===== config.mk =====
export PLATFORM = sky130hd
export DESIGN_NAME = msf_frame_decoder
export DESIGN_NICKNAME = d
export VERILOG_FILES = /design/src/rtl/msf_frame_decoder.sv
export SDC_FILE = /design/constraint.sdc
export NUM_CORES = 1
export LEC_CHECK = 0
export BUFFER_PORTS_ARGS = -buffer_cell sky130_fd_sc_hd__buf_2
export CORE_ASPECT_RATIO = 1.25
export CORE_MARGIN = 2
export CORE_UTILIZATION = 35
export CTS_BUF_LIST = sky130_fd_sc_hd__clkbuf_8
export CTS_CLUSTER_DIAMETER = 200
export DETAILED_ROUTE_END_ITERATION = 12
export MAX_ROUTING_LAYER = met4
export SLEW_MARGIN = 25
export SYNTH_ARGS = -nofsm -noshare
export SYNTH_HDL_FRONTEND = slang
export SYNTH_SLANG_ARGS = --single-unit

===== constraint.sdc =====
create_clock -name clk_i -period 7.1 [get_ports clk_i]
set_clock_uncertainty 0.2 [all_clocks]
set_input_delay 1.065 -clock clk_i [delete_from_list [all_inputs] [get_ports clk_i]]
set_output_delay 1.065 -clock clk_i [all_outputs]
set_load 0.01 [all_outputs]

===== src/rtl/msf_frame_decoder.sv =====
`timescale 1ns/1ps
`default_nettype none
// ============================================================================
// msf_frame_decoder
//   Collects one MSF minute frame (A/B bits of seconds 01..59), validates it
//   and presents the BCD date/time on a one-cycle load pulse.
//   Revision: 1.0
// ============================================================================
module msf_frame_decoder #(
  parameter bit CHECK_PARITY = 1'b1
) (
  input  logic       clk_i,
  input  logic       rst_ni,
  input  logic       minute_mark_i,
  input  logic       sec_valid_i,
  input  logic       bit_a_i,
  input  logic       bit_b_i,
  output logic       load_o,
  output logic [3:0] year_h_o,
  output logic [3:0] year_l_o,
  output logic       month_h_o,
  output logic [3:0] month_l_o,
  output logic [1:0] day_h_o,
  output logic [3:0] day_l_o,
  output logic [1:0] hour_h_o,
  output logic [3:0] hour_l_o,
  output logic [2:0] minute_h_o,
  output logic [3:0] minute_l_o,
  output logic [2:0] second_h_o,
  output logic [3:0] second_l_o,
  output logic       sync_o,
  output logic       frame_err_o
);

  typedef enum logic [0:0] {SEARCH = 1'b0, COLLECT = 1'b1} state_e;

  localparam logic [5:0] LAST_IDX = 6'd59;

  state_e      state_q, state_d;
  logic [5:0]  idx_q, idx_d, idx_inc;
  logic [17:51] a_q, a_d;
  logic [54:57] b_q, b_d;
  logic        load_q, load_d;
  logic        frame_err_q, frame_err_d;
  logic        sync_q, sync_d;
  logic [31:0] fields_q, fields_d;

  logic [3:0]  year_h, year_l, month_l, day_l, hour_l, minute_l;
  logic        month_h;
  logic [1:0]  day_h, hour_h;
  logic [2:0]  minute_h;
  logic        parity_ok, range_ok, frame_ok;

  // A-bit positions map MSB-first onto each BCD digit
  assign year_h   = a_q[17:20];
  assign year_l   = a_q[21:24];
  assign month_h  = a_q[25];
  assign month_l  = a_q[26:29];
  assign day_h    = a_q[30:31];
  assign day_l    = a_q[32:35];
  assign hour_h   = a_q[39:40];
  assign hour_l   = a_q[41:44];
  assign minute_h = a_q[45:47];
  assign minute_l = a_q[48:51];

  assign parity_ok = !CHECK_PARITY ||
                     ((^{a_q[17:24], b_q[54]}) && (^{a_q[25:35], b_q[55]}) &&
                      (^{a_q[36:38], b_q[56]}) && (^{a_q[39:51], b_q[57]}));

  assign range_ok = (year_h <= 4'd9) && (year_l <= 4'd9) && (month_l <= 4'd9) &&
                    (day_l <= 4'd9) && (hour_l <= 4'd9) && (minute_l <= 4'd9) &&
                    (month_h ? (month_l <= 4'd2) : (month_l != 4'd0)) &&
                    ((day_h != 2'd0) || (day_l != 4'd0)) &&
                    ((day_h != 2'd3) || (day_l <= 4'd1)) &&
                    (hour_h != 2'd3) && ((hour_h != 2'd2) || (hour_l <= 4'd3)) &&
                    (minute_h <= 3'd5);

  assign frame_ok = (idx_q == LAST_IDX) && parity_ok && range_ok;
  assign idx_inc  = idx_q + 6'd1;

  always_comb begin
    state_d     = state_q;
    idx_d       = idx_q;
    a_d         = a_q;
    b_d         = b_q;
    load_d      = 1'b0;
    frame_err_d = 1'b0;
    sync_d      = sync_q;
    fields_d    = fields_q;
    unique case (state_q)
      SEARCH: begin
        if (minute_mark_i) begin
          state_d = COLLECT;
          idx_d   = '0;
          a_d     = '0;
          b_d     = '0;
        end
      end
      COLLECT: begin
        if (minute_mark_i) begin
          idx_d = '0;
          a_d   = '0;
          b_d   = '0;
          if (frame_ok) begin
            load_d   = 1'b1;
            sync_d   = 1'b1;
            fields_d = {year_h, year_l, month_h, month_l, day_h, day_l,
                        hour_h, hour_l, minute_h, minute_l};
          end else begin
            frame_err_d = 1'b1;
            sync_d      = 1'b0;
          end
        end else if (sec_valid_i) begin
          if (idx_q == LAST_IDX) begin
            frame_err_d = 1'b1;
            sync_d      = 1'b0;
            state_d     = SEARCH;
            idx_d       = '0;
          end else begin
            idx_d = idx_inc;
            for (int k = 17; k <= 51; k++) begin
              if (idx_inc == 6'(k)) a_d[k] = bit_a_i;
            end
            for (int k = 54; k <= 57; k++) begin
              if (idx_inc == 6'(k)) b_d[k] = bit_b_i;
            end
          end
        end
      end
      default: state_d = SEARCH;
    endcase
  end

  always_ff @(posedge clk_i or negedge rst_ni) begin
    if (!rst_ni) begin
      state_q     <= SEARCH;
      idx_q       <= '0;
      a_q         <= '0;
      b_q         <= '0;
      load_q      <= 1'b0;
      frame_err_q <= 1'b0;
      sync_q      <= 1'b0;
      fields_q    <= '0;
    end else begin
      state_q     <= state_d;
      idx_q       <= idx_d;
      a_q         <= a_d;
      b_q         <= b_d;
      load_q      <= load_d;
      frame_err_q <= frame_err_d;
      sync_q      <= sync_d;
      fields_q    <= fields_d;
    end
  end

  assign load_o      = load_q;
  assign frame_err_o = frame_err_q;
  assign sync_o      = sync_q;
  assign {year_h_o, year_l_o, month_h_o, month_l_o, day_h_o, day_l_o,
          hour_h_o, hour_l_o, minute_h_o, minute_l_o} = fields_q;
  // A load always happens on the minute boundary, so seconds read 00
  assign second_h_o  = 3'd0;
  assign second_l_o  = 4'd0;

endmodule
`default_nettype wire


==> Word level (Yosys, flattened, before mapping) <==
Cells that the tools add are included.
{ "classes": {"addsub": 1, "n_lt_le_gt_ge": 10, "eq_ne": 85, "n_mux": 71, "n_bitwise": 1, "reduce_logical": 70} }
{ "op_table": {"columns": ["operator", "count"], "rows": [
  ["$reduce_and A4 Y1", 39],
  ["$eq A6 B6 Y1 const B", 25],
  ["$mux W35", 4],
  ["$ne A3 B2 Y1 const B", 39],
  ["$eq A6 B5 Y1 const B", 15],
  ["$pmux W35 S2", 1],
  ["$mux W1", 55],
  ["$le A4 B4 Y1 const B", 6],
  ["$mux W6", 4],
  ["$logic_and A1 B1 Y1", 16],
  ["$mux W4", 4],
  ["$reduce_xor A14 Y1", 1],
  ["$pmux W6 S2", 1],
  ["$reduce_xor A12 Y1", 1],
  ["$reduce_xor A9 Y1", 1],
  ["$le A4 B2 Y1 const B", 2],
  ["$ne A2 B2 Y1 const B", 4],
  ["$pmux W4 S2", 1],
  ["$reduce_bool A4 Y1", 2],
  ["$add A6 B1 Y6 const B", 1],
  ["$ne A3 B3 Y1 const B", 2],
  ["$reduce_and A3 Y1", 2],
  ["$reduce_bool A2 Y1", 3],
  ["$le A4 B1 Y1 const B", 1],
  ["other kinds (6)", 8]
]} }
{ "word_totals": {"regBits": 81, "input_bits": 6} }

==> Logic depth before layout (Yosys ltp) <==
{ "depth": {"word_depth": 16, "ltp_mapped": 10} }

==> Worst setup path before layout <==
No wires, ideal clock.
{ "synth_path": {"kind": "input-to-reg", "start": "input port minute_mark_i", "end": "register fields_q[10]", "setup_ps": 125, "arrival_ps": 2607, "slack_ps": 4168, "stages": 6, "path_cell_list": "nor3b_1 -> nand4_1 -> or4_4 -> nor4_4 -> buf_6 -> mux2_4"} }
{ "synth_between": {"elab_chain_len": 1} }
{ "synth_rtl": {"columns": ["element", "line", "rtl"], "rows": [
  ["from (decl)", "14", "input logic minute_mark_i,"],
  ["$reduce_and A3 Y1 (no source line)", null, null],
  ["to (signal assigned)", "152", "fields_q <= fields_d;"],
  ["to (decl)", "46", "logic [31:0] fields_q, fields_d;"]
]} }
Every way passes these cells.
A chain may end at the register's enable or synchronous reset.

==> Final worst setup path <==
{ "layout_path": {"start": "register idx_q[1]", "end": "register fields_q[0]"} }
{ "layout_between": {"elab_chain_len": 4} }
{ "layout_rtl": {"columns": ["element", "line", "rtl"], "rows": [
  ["from (decl)", "40", "logic [5:0] idx_q, idx_d, idx_inc;"],
  ["from (signal assigned)", "146", "idx_q <= idx_d;"],
  ["$eq A6 B6 Y1", "78", "assign frame_ok = (idx_q == LAST_IDX) && parity_ok && range_ok;"],
  ["$logic_and A1 B1 Y1 (2 in a row)", "78", null],
  ["$reduce_and A3 Y1 (no source line)", null, null]
]} }
Every way passes these cells.

==> results by group <==
Job
  – Max cap viols: 0

Yosys
  – Post-synth top area share: a little under half
  – Post-synthesis async set-or-reset flop share: 100%
  – Synth Flop Type: dfrtp_1
  – Synth Instances: ~420
  – Number of distinct library cells after synthesis: 46
  – Sequential area share after synthesis: a little under half
  – Count leader, synth: o21ai_0
  – Ranking of synthesized cells by instance count: o21ai_0, dfrtp_1, a31oi_1
  – Area contributors post-synth: dfrtp_1, mux2_4, o21ai_0
  – Synth warn: 0
  – Post-Syn Area: approximately 4400 sq um
  – Area leader, netlist: dfrtp_1
  – #FFs+latches synth: 81
  – EDFF count, synth: 0
  – Synth Area per Inst: about 10 sq um

Die
  – Initial Utilization: about 36%
  – Core ar.: 12,200 sq um
  – Row cnt: 45
  – Die ar.: 13,400 sq um
  – Die height: around 130 um
  – Die Wd: between 100 and 150 um
  – I/O Pins: 48

Worst setup path
  – Critical Path RT: ~7.2 ns
  – Crit path kind: reg -> reg
  – Crit end category: flip-flop
  – Critical path arrival: ~3.4 ns
  – CP startpoint kind: flip-flop
  – CP max FO: 32

Final layout
  – FF/Latch Area: between 2000 and 2500 sq um
  – Area of the multi-input gates: 2160 sq um
  – # nets final: about 470
  – Diodes inserted: 0
  – Layout Area Growth over Synthesis: 10.2%
  – Layout cells sized above 1: between 20% and 30%
  – FILL cells: between 1,000 and 1,500
  – Fin cells: 614

GRT
  – Tot GR Track Use: 16.5%
  – Met2 usage: a little over a quarter
  – Largest net degree at the start of global routing: 82
  – First-pass GRT wire length: 16.8 mm
  – Initial antenna violation count: 0
  – GR Overflow Total: 0
  – Vias in the first global route: roughly 3,300
  – GR Util met3: ~3.3%
  – GR peak layer: met2
  – Met1 Use GR: roughly 20%

Power and ir drop
  – IR drop worst, VDD: 0.0000662 V
  – Design Power: between 0.8 and 0.9 mW
  – PD cells: 167 nW/um^2
  – Leakage: 2.24 nW

Timing
  – Final hold vios: 0
  – Fin Hold WS: a little over 0.3 ns
  – Final max-slew violation count: 0
  – Final count of negative-setup-slack endpoints: 0
  – Period Utilization, post-route: between 40% and 50%
  – RSZ-0062 raised after global routing: false
  – Setup_tns: 0 ns
  – Worst-margin pin slew: just over 1 ns
  – Tmin final: about 3.3 ns
  – Rel. slew slack: 30.6%
  – Max Fclk: between 200 and 300 MHz

Worst hold path
  – Min-delay worst type: reg -> reg

Detailed routing
  – ANT nets after route: 0
  – Drt drc: 0
  – DRT Pass-1 Iters: 5
  – Vias: between 3,000 and 4,000
  – DRT Wirelength: 10.2 mm
  – WL/cell: between 15 and 20 um
  – First-iteration detailed-routing DRC count: roughly 260
  – Vias/cell: ~5.4

Clocking
  – Reg clk slew, reported paths: ~0.090 ns
  – Cts bufs inserted: 9
  – Max Buffers Root-to-Sink: 2
  – Clk_lat worst skew: about 0.37 ns
  – Hold buffers post-CTS: 0
  – Post-CTS Resized: 0
  – Max H-tree Level: 3
  – Clock tree root driver cell: clkbuf_8
  – Post-CTS Setup Inserts: 0
  – Clock sink count: between 80 and 90
  – CTS tree: yes

Placed design
  – Inst Count DP: 599
  – Port buffer count: 40
  – Routability Congestion: between 0.8 and 0.9
  – Detailed placement HPWL: roughly 7 mm

Status
  – Status: finished, final reports clean
==> area by class of cell <==
class,count,area share [%]
Multi-Input combinational cell,298,44.7
Timing Repair Buffer,44,4.90
Sequential cell,81,42.0
Inverter,12,0.933
Tap cell,164,4.25
Clock inverter,6,0.648
Clock buffer,9,2.57
==> critical path: stages, from the launching register on <==
cell and delay (ns):
dfrtp_1 0.47, ha_1 0.31, nand2_1 0.07, and4bb_1 0.43, nand4b_1 0.14, or4_4 0.55, nor4_4 0.13, buf_4 0.51
mux2_2 0.40
==> metal layers <==
layer / part of all wire [%] / vias up
met5: 0 / -
met4: 3.2 / 0
met3: 5.8 / 28
met2: 49 / 113
met1: 42 / 1638
li1: - / 1528
==> registers in the layout, summed over array words and instances (netlist names) <==
| name | cells |
|---|---|
| state_q | 1 |
| idx_q | 6 |
| sync_o | 1 |
| b_q | 4 |
| load_o | 1 |
| frame_err_o | 1 |
| a_q | 35 |
| fields_q | 32 |
==> cells in the final DEF, fill, tap and decap left out, types with 3 or more instances in the layout <==
master and count:
a22oi_1 3, xnor3_1 3, a21oi_1 3, nand2_1 32
o21ai_0 82, clkbuf_8 9, conb_1 7, xnor2_1 27
buf_2 39, ha_1 13, nor2_1 14, nand3_1 8
mux2_2 3, buf_4 4, dfrtp_1 81, xor2_1 4
a31oi_1 39, mux2_4 30, inv_1 16
==> final timing paths <==
path | from | to | slack (ns) | cells after the start
worst max-delay path | idx_q[1] | fields_q[0] | 3.76 | 8
min in group asynchronous | rst_ni | fields_q[13] | 0.54 | 1
worst min-delay path | fields_q[23] | fields_q[23] | 0.31 | 1
worst max register to register | idx_q[1] | fields_q[0] | 3.76 | 8
max in group asynchronous | rst_ni | a_q[36] | 5.68 | 1
worst min register to register | fields_q[23] | fields_q[23] | 0.31 | 1
==> through the flow <==
step | cell area, sq um | setup WS (ns) | util (%)
2_1_floorplan | 4400 | 4.17 | -
6_report | 4830 | 3.76 | 39.7
5_1_grt | 4830 | 3.52 | 39.7
3_3_place_gp | 4670 | 3.64 | 38.4
3_5_place_dp | 4670 | 3.64 | 38.4
4_1_cts | 4820 | 3.77 | 39.7
==> kinds of logic after synthesis <==
group / count (synthesis) / share of synthesized area (%)
adders and majority gates: 13 / 3.71
buffers and inverters: 45 / 5.00
xor gates and xnor gates: 34 / 7.74
AOI/OAI and AO/OA: 133 / 16.9
DFF: 81 / 46.3
other: 1 / 0.0856
and+or+nand+nor: 78 / 9.23
muxes: 33 / 11.1
==> where the power goes <==
group	switching (mW)	internal, mW	total, mW	leakage, nW
clock network	0.167	0.121	0.288	0.0903
logic	0.0417	0.0125	0.0542	1.02
registers	0.00221	0.462	0.465	1.12
total	0.211	0.596	0.806	2.24
(Power assumes the default switching activity.)
